## src/rtl/pc_rx_pkg.sv

```systemverilog
`default_nettype none
// ------------------------------------------------------------------
// pc_rx_pkg : header bytes, FSM encoding and info-word packing
// Rev 1.0
// ------------------------------------------------------------------
package pc_rx_pkg;

  localparam logic [7:0] HDR0     = 8'hEB;
  localparam logic [7:0] HDR1     = 8'h90;
  localparam logic [7:0] CMD_TEST = 8'h80;

  typedef enum logic [2:0] {
    ST_IDLE = 3'd0,
    ST_HDR2 = 3'd1,
    ST_LENH = 3'd2,
    ST_LENL = 3'd3,
    ST_CMD  = 3'd4,
    ST_DATA = 3'd5,
    ST_CKS  = 3'd6,
    ST_SKIP = 3'd7
  } state_t;

  localparam int INFO_W         = 72;
  localparam int INFO_START_LSB = 60;
  localparam int INFO_LEN_LSB   = 48;
  localparam int INFO_CMD_LSB   = 32;
  localparam int INFO_SEQ_LSB   = 16;
  localparam int INFO_CKS_LSB   = 8;

  function automatic logic [INFO_W-1:0] pack_info(
    input logic [11:0] start,
    input logic [11:0] len,
    input logic [7:0]  cmd,
    input logic [15:0] seq,
    input logic [7:0]  cks
  );
    logic [INFO_W-1:0] w;
    w = '0;
    w[INFO_START_LSB +: 12] = start;
    w[INFO_LEN_LSB   +: 12] = len;
    w[INFO_CMD_LSB   +: 8]  = cmd;
    w[INFO_SEQ_LSB   +: 16] = seq;
    w[INFO_CKS_LSB   +: 8]  = cks;
    return w;
  endfunction

  function automatic logic [15:0] sat_inc(input logic [15:0] v);
    return (v == 16'hFFFF) ? v : v + 16'd1;
  endfunction

endpackage
`default_nettype wire

```

## src/rtl/pc_rx_byte_timer.sv

```systemverilog
`default_nettype none
// ------------------------------------------------------------------
// pc_rx_byte_timer : inter-byte idle counter with one-cycle expire
// Rev 1.0
// ------------------------------------------------------------------
module pc_rx_byte_timer #(
  parameter int TIMEOUT_CYC = 100000
) (
  input  logic clk_sys,
  input  logic rst,
  input  logic clear_i,
  input  logic en_i,
  output logic expire_o
);

  localparam int               CNT_W = $clog2(TIMEOUT_CYC + 1);
  localparam logic [CNT_W-1:0] LIMIT = CNT_W'(TIMEOUT_CYC);

  logic [CNT_W-1:0] cnt_q;

  always_ff @(posedge clk_sys or posedge rst) begin
    if (rst) begin
      cnt_q <= '0;
    end else if (clear_i) begin
      cnt_q <= '0;
    end else if (en_i && (cnt_q != LIMIT)) begin
      cnt_q <= cnt_q + CNT_W'(1);
    end
  end

  // Fires once the full idle budget has elapsed; a byte in this cycle is lost.
  assign expire_o = en_i && (cnt_q == LIMIT);

endmodule
`default_nettype wire

```

## src/rtl/pc_rx_frame_writer.sv

```systemverilog
`default_nettype none
// ------------------------------------------------------------------
// pc_rx_frame_writer : parses PC link frames into the BRAM ring and info FIFO
// Rev 1.0
// ------------------------------------------------------------------
module pc_rx_frame_writer
  import pc_rx_pkg::*;
#(
  parameter int U_DLY       = 1,
  parameter int MAX_LEN     = 1024,
  parameter int TIMEOUT_CYC = 100000
) (
  input  logic        clk_sys,
  input  logic        rst,
  input  logic [7:0]  rx_data,
  input  logic        rx_valid,
  output logic        fdram_wr_en,
  output logic [11:0] fdram_wr_addr,
  output logic [7:0]  fdram_wr_data,
  input  logic [11:0] fdram_rd_ptr,
  output logic        fififo_wr_en,
  output logic [71:0] fififo_wr_data,
  input  logic        fififo_full,
  output logic [15:0] frame_cnt,
  output logic [15:0] err_cks_cnt,
  output logic [15:0] err_drop_cnt,
  output logic [15:0] err_tmo_cnt
);

  localparam logic [15:0] MAX_LEN_C = 16'(MAX_LEN);

  state_t      state_q;
  logic [11:0] wr_ptr_q;
  logic [11:0] idx_q;
  logic [11:0] len_q;
  logic [15:0] seq_q;
  logic [15:0] skip_q;
  logic [7:0]  len_h_q;
  logic [7:0]  cmd_q;
  logic [7:0]  sum_q;

  logic        w_idle;
  logic        w_expire;
  logic        w_byte;
  logic        w_too_big;
  logic [15:0] w_len;
  logic [11:0] w_space;
  logic        w_unused_udly;

  assign w_unused_udly = (U_DLY != 0);

  assign w_idle    = (state_q == ST_IDLE);
  assign w_byte    = rx_valid && !w_expire;
  assign w_len     = {len_h_q, rx_data};
  // One slot is always kept free so a full ring never looks empty.
  assign w_space   = fdram_rd_ptr - wr_ptr_q - 12'd1;
  assign w_too_big = (w_len > MAX_LEN_C) || (w_len > {4'd0, w_space});

  pc_rx_byte_timer #(
    .TIMEOUT_CYC (TIMEOUT_CYC)
  ) u_timer (
    .clk_sys  (clk_sys),
    .rst      (rst),
    .clear_i  (rx_valid || w_idle),
    .en_i     (!w_idle),
    .expire_o (w_expire)
  );

  always_ff @(posedge clk_sys or posedge rst) begin
    if (rst) begin
      state_q        <= ST_IDLE;
      wr_ptr_q       <= '0;
      idx_q          <= '0;
      len_q          <= '0;
      seq_q          <= '0;
      skip_q         <= '0;
      len_h_q        <= '0;
      cmd_q          <= '0;
      sum_q          <= '0;
      fdram_wr_en    <= 1'b0;
      fdram_wr_addr  <= '0;
      fdram_wr_data  <= '0;
      fififo_wr_en   <= 1'b0;
      fififo_wr_data <= '0;
      frame_cnt      <= '0;
      err_cks_cnt    <= '0;
      err_drop_cnt   <= '0;
      err_tmo_cnt    <= '0;
    end else begin
      fdram_wr_en  <= 1'b0;
      fififo_wr_en <= 1'b0;
      if (w_expire) begin
        state_q     <= ST_IDLE;
        err_tmo_cnt <= sat_inc(err_tmo_cnt);
      end else if (w_byte) begin
        case (state_q)
          ST_IDLE: begin
            if (rx_data == HDR0) state_q <= ST_HDR2;
          end
          ST_HDR2: begin
            if (rx_data == HDR1)      state_q <= ST_LENH;
            else if (rx_data != HDR0) state_q <= ST_IDLE;
          end
          ST_LENH: begin
            len_h_q <= rx_data;
            sum_q   <= rx_data;
            state_q <= ST_LENL;
          end
          ST_LENL: begin
            sum_q   <= sum_q + rx_data;
            len_q   <= w_len[11:0];
            skip_q  <= w_len;
            state_q <= w_too_big ? ST_SKIP : ST_CMD;
          end
          ST_CMD: begin
            cmd_q   <= rx_data;
            sum_q   <= sum_q + rx_data;
            idx_q   <= '0;
            state_q <= (len_q == 12'd0) ? ST_CKS : ST_DATA;
          end
          ST_DATA: begin
            fdram_wr_en   <= 1'b1;
            fdram_wr_addr <= wr_ptr_q + idx_q;
            fdram_wr_data <= rx_data;
            sum_q         <= sum_q + rx_data;
            idx_q         <= idx_q + 12'd1;
            if (idx_q == len_q - 12'd1) state_q <= ST_CKS;
          end
          ST_CKS: begin
            state_q <= ST_IDLE;
            if (rx_data != sum_q) begin
              err_cks_cnt <= sat_inc(err_cks_cnt);
            end else if (fififo_full) begin
              err_drop_cnt <= sat_inc(err_drop_cnt);
            end else begin
              fififo_wr_en   <= 1'b1;
              fififo_wr_data <= pack_info(wr_ptr_q, len_q, cmd_q, seq_q, rx_data);
              wr_ptr_q       <= wr_ptr_q + len_q;
              seq_q          <= seq_q + 16'd1;
              frame_cnt      <= sat_inc(frame_cnt);
            end
          end
          ST_SKIP: begin
            // skip_q holds LEN, so LEN+1 bytes (CMD..last payload) are swallowed.
            if (skip_q == 16'd0) begin
              state_q      <= ST_IDLE;
              err_drop_cnt <= sat_inc(err_drop_cnt);
            end else begin
              skip_q <= skip_q - 16'd1;
            end
          end
          default: state_q <= ST_IDLE;
        endcase
      end
    end
  end

endmodule
`default_nettype wire

```

## config.mk

```make
export PLATFORM = sky130hd
export DESIGN_NAME = pc_rx_frame_writer
export DESIGN_NICKNAME = d
export VERILOG_FILES = /design/src/rtl/pc_rx_pkg.sv /design/src/rtl/pc_rx_byte_timer.sv /design/src/rtl/pc_rx_frame_writer.sv
export SDC_FILE = /design/constraint.sdc
export NUM_CORES = 1
export LEC_CHECK = 0
export CAP_MARGIN = 20
export CELL_PAD_IN_SITES_DETAIL_PLACEMENT = 1
export CELL_PAD_IN_SITES_GLOBAL_PLACEMENT = 2
export CORE_MARGIN = 2
export CORE_UTILIZATION = 36
export DETAILED_ROUTE_END_ITERATION = 8
export DONT_BUFFER_PORTS = 1
export PLACE_DENSITY = 0.85
export SYNTH_ARGS = -nofsm -noshare
export SYNTH_HDL_FRONTEND = slang
export SYNTH_SLANG_ARGS = --single-unit
```

## constraint.sdc

```tcl
create_clock -name clk_sys -period 9.39 [get_ports clk_sys]
set_input_delay 2.817 -clock clk_sys [delete_from_list [all_inputs] [get_ports clk_sys]]
set_output_delay 2.817 -clock clk_sys [all_outputs]
set_load 0.005 [all_outputs]
```

==> flow_metrics.tcl <==
set metrics [dict create \
    power_density_nw_per_um2 239 \
    grt_max_degree 150 \
    yosys.cell_types.count 77 \
    status "finished, final reports clean" \
    multiInputGateArea_um2 6690 \
    num_antenna_cells 0 \
    synthCells 1419 \
    power_frac_comb 0.254 \
    dpl_worst_slack_ns 3.06 \
    hold_violations 0 \
    period_share 0.614 \
    cts-root-buf "clkbuf_16" \
    crit_type "primary input to flip-flop" \
    synth_top_area_frac 0.470 \
    cp.arrival_ns 6.24 \
    slew_violations 0 \
    initial_core_util 0.363 \
    rsz0062_at_grt "false" \
    dp_hpwl_um 27700 \
    drc_errors 0 \
    period_needed_ns 5.77 \
    dieArea_um2 39100 \
    tns_ns 0 \
    finalWirelength_um 38800 \
    ys_async_sr_fraction 1.00 \
    internal_power_uw 2300 \
    fin_ws_ns 3.62 \
    clock.fmax_mhz 173 \
    wl_per_cell_um 20.4 \
    slew_headroom 0.325 \
    clock-sinks 254 \
    crit_path_end "frame_cnt[14]$_DFFE_PP0P_" \
    tightestPinTransition_ns 0.987 \
    swShare 0.352 \
    p_seq_frac 0.432 \
    die_x_um 198 \
    reg2reg_to "frame_cnt[14]$_DFFE_PP0P_" \
    avgSynthCellArea_um2 9.53 \
    globalRouteTotalUtil 0.200 \
    irDropWorstVdd_mv 0.142 \
    grt_overflow_total 0 \
    cts-htree-levels 1 \
    synthTopCellsByArea "dfrtp_1 (47%), nand2_1 (6.9%), ha_1 (5.7%), xnor2_1 (5.1%), o21ai_0 (3.4%)" \
    area_growth_pct 9.88 \
    hold_buffers 0 \
    rr_worst_depth 11 \
    viasPerCell 5.45 \
    yosysTopAreaCell "dfrtp_1" \
    antenna_found_initial 0 \
    clk_pin_slew_ns 0.06 \
    worst_clock_skew_ns 0.0165 \
    cp_max_fo 56 \
    clk_latency_ns 0.57 \
    num_vias 10400 \
    worst_setup_path_start_kind "primary input" \
    crit_start "rx_data[2]" \
    synth_seq_cells 254 \
    pin_count 182 \
    port_buffers 0 \
    hold_class "flip-flop to flip-flop" \
    drtPass1Iterations 4 \
    die_h_um 198 \
    nNetsFinal 1500 \
    grt_pass1_vias 11000 \
    synth_enable_flop_cells 0 \
    end_kind "flip-flop" \
    r2r_setup_slack_ns 5.38 \
    post-cts-setup-buffer-count 0 \
    antenna_left 0 \
    numCtsBuffers 29 \
    std_cell_rows 71 \
    p_leak_uw 0.00682 \
    power_frac_clock 0.314 \
    synth-seq-area-share 0.470 \
    core-area_um2 37300 \
    p_switching_uw 1250 \
    cts_tree "yes" \
    regArea_um2 6360 \
    critical_path_required_ns 9.86 \
    fillers 4230 \
    synth_ff_type "dfrtp_1" \
    drive_above_1_share 0.0775 \
    gp_congestion 0.817 \
    cts_max_path_buffers 3 \
    grt_pass1_wl_um 61600 \
    drv_cap 0 \
    setup_viol 0 \
    cts_resized 0 \
    yosysWarnings 0 \
    r2r-start "u_timer.cnt_q[0]$_DFFE_PP0P_" \
    synth.cell_area_um2 13500 \
    drt_iter0_drc 475 \
]
metrics by stage:
stage	cells	power, uW	util	area, um2	hold slack, ns
global route	1906	3780	0.398	14900	0.501
finish	1906	3550	0.398	14900	0.478
CTS	1904	3590	0.398	14800	0.481
detailed placement	1851	2450	0.373	13900	0.467
global placement	1850	2400	0.373	13900	0.465
floorplan	1434	2170	-	13600	0.435
critical path: stages:
cell and delay [ns]:
ha_1 0.32, nor4_1 0.48, nand4b_1 0.15, or4_4 0.55, inv_2 0.07, buf_4 0.50, o31a_1 0.52, nand4_1 0.36
nor2_1 0.24, xor2_1 0.19
routing by layer:
metal	share of wire	up-vias	global-route usage	routed length, um
met1	0.43	5276	0.251	16800
met5	0	-	0	0
li1	-	4882	-	-
met4	0.033	0	0.0649	1270
met2	0.50	174	0.350	19200
met3	0.038	64	0.0324	1480
worst min path at each step:
stage / from / end / slack [ns] / depth (start not counted)
2_1_floorplan: cmd_q[0]$_DFFE_PP0P_ / fififo_wr_data[32]$_DFFE_PP0P_ / 0.43 / 2
3_3_place_gp: seq_q[15]$_DFFE_PP0P_ / seq_q[15]$_DFFE_PP0P_ / 0.47 / 1
3_5_place_dp: seq_q[15]$_DFFE_PP0P_ / seq_q[15]$_DFFE_PP0P_ / 0.47 / 1
4_1_cts: seq_q[15]$_DFFE_PP0P_ / seq_q[15]$_DFFE_PP0P_ / 0.48 / 1
5_1_grt: seq_q[15]$_DFFE_PP0P_ / seq_q[15]$_DFFE_PP0P_ / 0.50 / 1
6_report: seq_q[15]$_DFFE_PP0P_ / seq_q[15]$_DFFE_PP0P_ / 0.48 / 1
layout by cell type (no fill, tap or decap), types with 9 or more instances in the layout:
master       n
o31ai_1     13
conb_1      16
dfrtp_1    254
nor4_1       9
or3_1       11
xnor2_1     79
nor3_1      32
nand4_1     28
nand3_1     53
inv_1       53
mux2_2      31
nand2_1    246
nor2b_1      9
nor2_1      90
and3_1      27
a21o_1      11
a21oi_1     55
ha_1        62
clkbuf_16   29
xor2_1      52
o21ai_0     93
cell families (layout without fill, tap and decap cells):
kind of cell    after synthesis  in the layout  share of synthesized area
simple gates                567            567                      0.202
flops                       254            254                      0.470
compound gates              245            245                      0.111
xor+xnor                    131            131                     0.0848
buf+inv                     120            118                     0.0398
fa+ha+maj                    66             66                     0.0633
mux                          35             35                     0.0288
other cells                   1             16                   0.000277
power groups by stage:
stage	clock network, uW	logic [uW]	registers (uW)
3_3_place_gp	0	859	1540
6_report	1110	902	1530
3_5_place_dp	0	901	1550
2_1_floorplan	0	757	1410
5_1_grt	1190	1040	1560
4_1_cts	1150	908	1530
cell type report:
cell class,count,share of cell area
clock buffer,42,0.0561
tap,474,0.0399
timing repair buffer,10,0.00614
clock inverter,11,0.00581
sequential,254,0.428
multi-input combinational,1060,0.450
inverter,55,0.0141
flip-flops by register name, indices dropped and copies added (netlist names):
| register | count |
|---|---|
| len_q | 12 |
| len_h_q | 8 |
| seq_q | 16 |
| fdram_wr_addr | 12 |
| frame_cnt | 16 |
| fififo_wr_data | 56 |
| err_cks_cnt | 16 |
| sum_q | 8 |
| fdram_wr_data | 8 |
| u_timer.cnt_q | 17 |
| fdram_wr_en | 1 |
| fififo_wr_en | 1 |
| err_drop_cnt | 16 |
| err_tmo_cnt | 16 |
| state_q | 3 |
| wr_ptr_q | 12 |
| cmd_q | 8 |
| idx_q | 12 |
| skip_q | 16 |
Yosys cell counts, types with 7 or more instances:
library cell / count
o22ai_1: 7
a21oi_1: 55
nand4_1: 28
a211oi_1: 8
o21ai_0: 93
buf_2: 10
nor3_1: 32
inv_1: 54
nand3_1: 53
mux2_2: 31
nand2_1: 247
or3_1: 11
buf_4: 17
o31ai_1: 13
nor2_1: 90
xnor2_1: 79
a21o_1: 11
nor2b_1: 9
xor2_1: 52
clkbuf_1: 31
or2_2: 7
and2_1: 8
dfrtp_1: 254
and4_1: 8
nor4_1: 9
ha_1: 62
and3_1: 27
(Power assumes the default switching activity.)
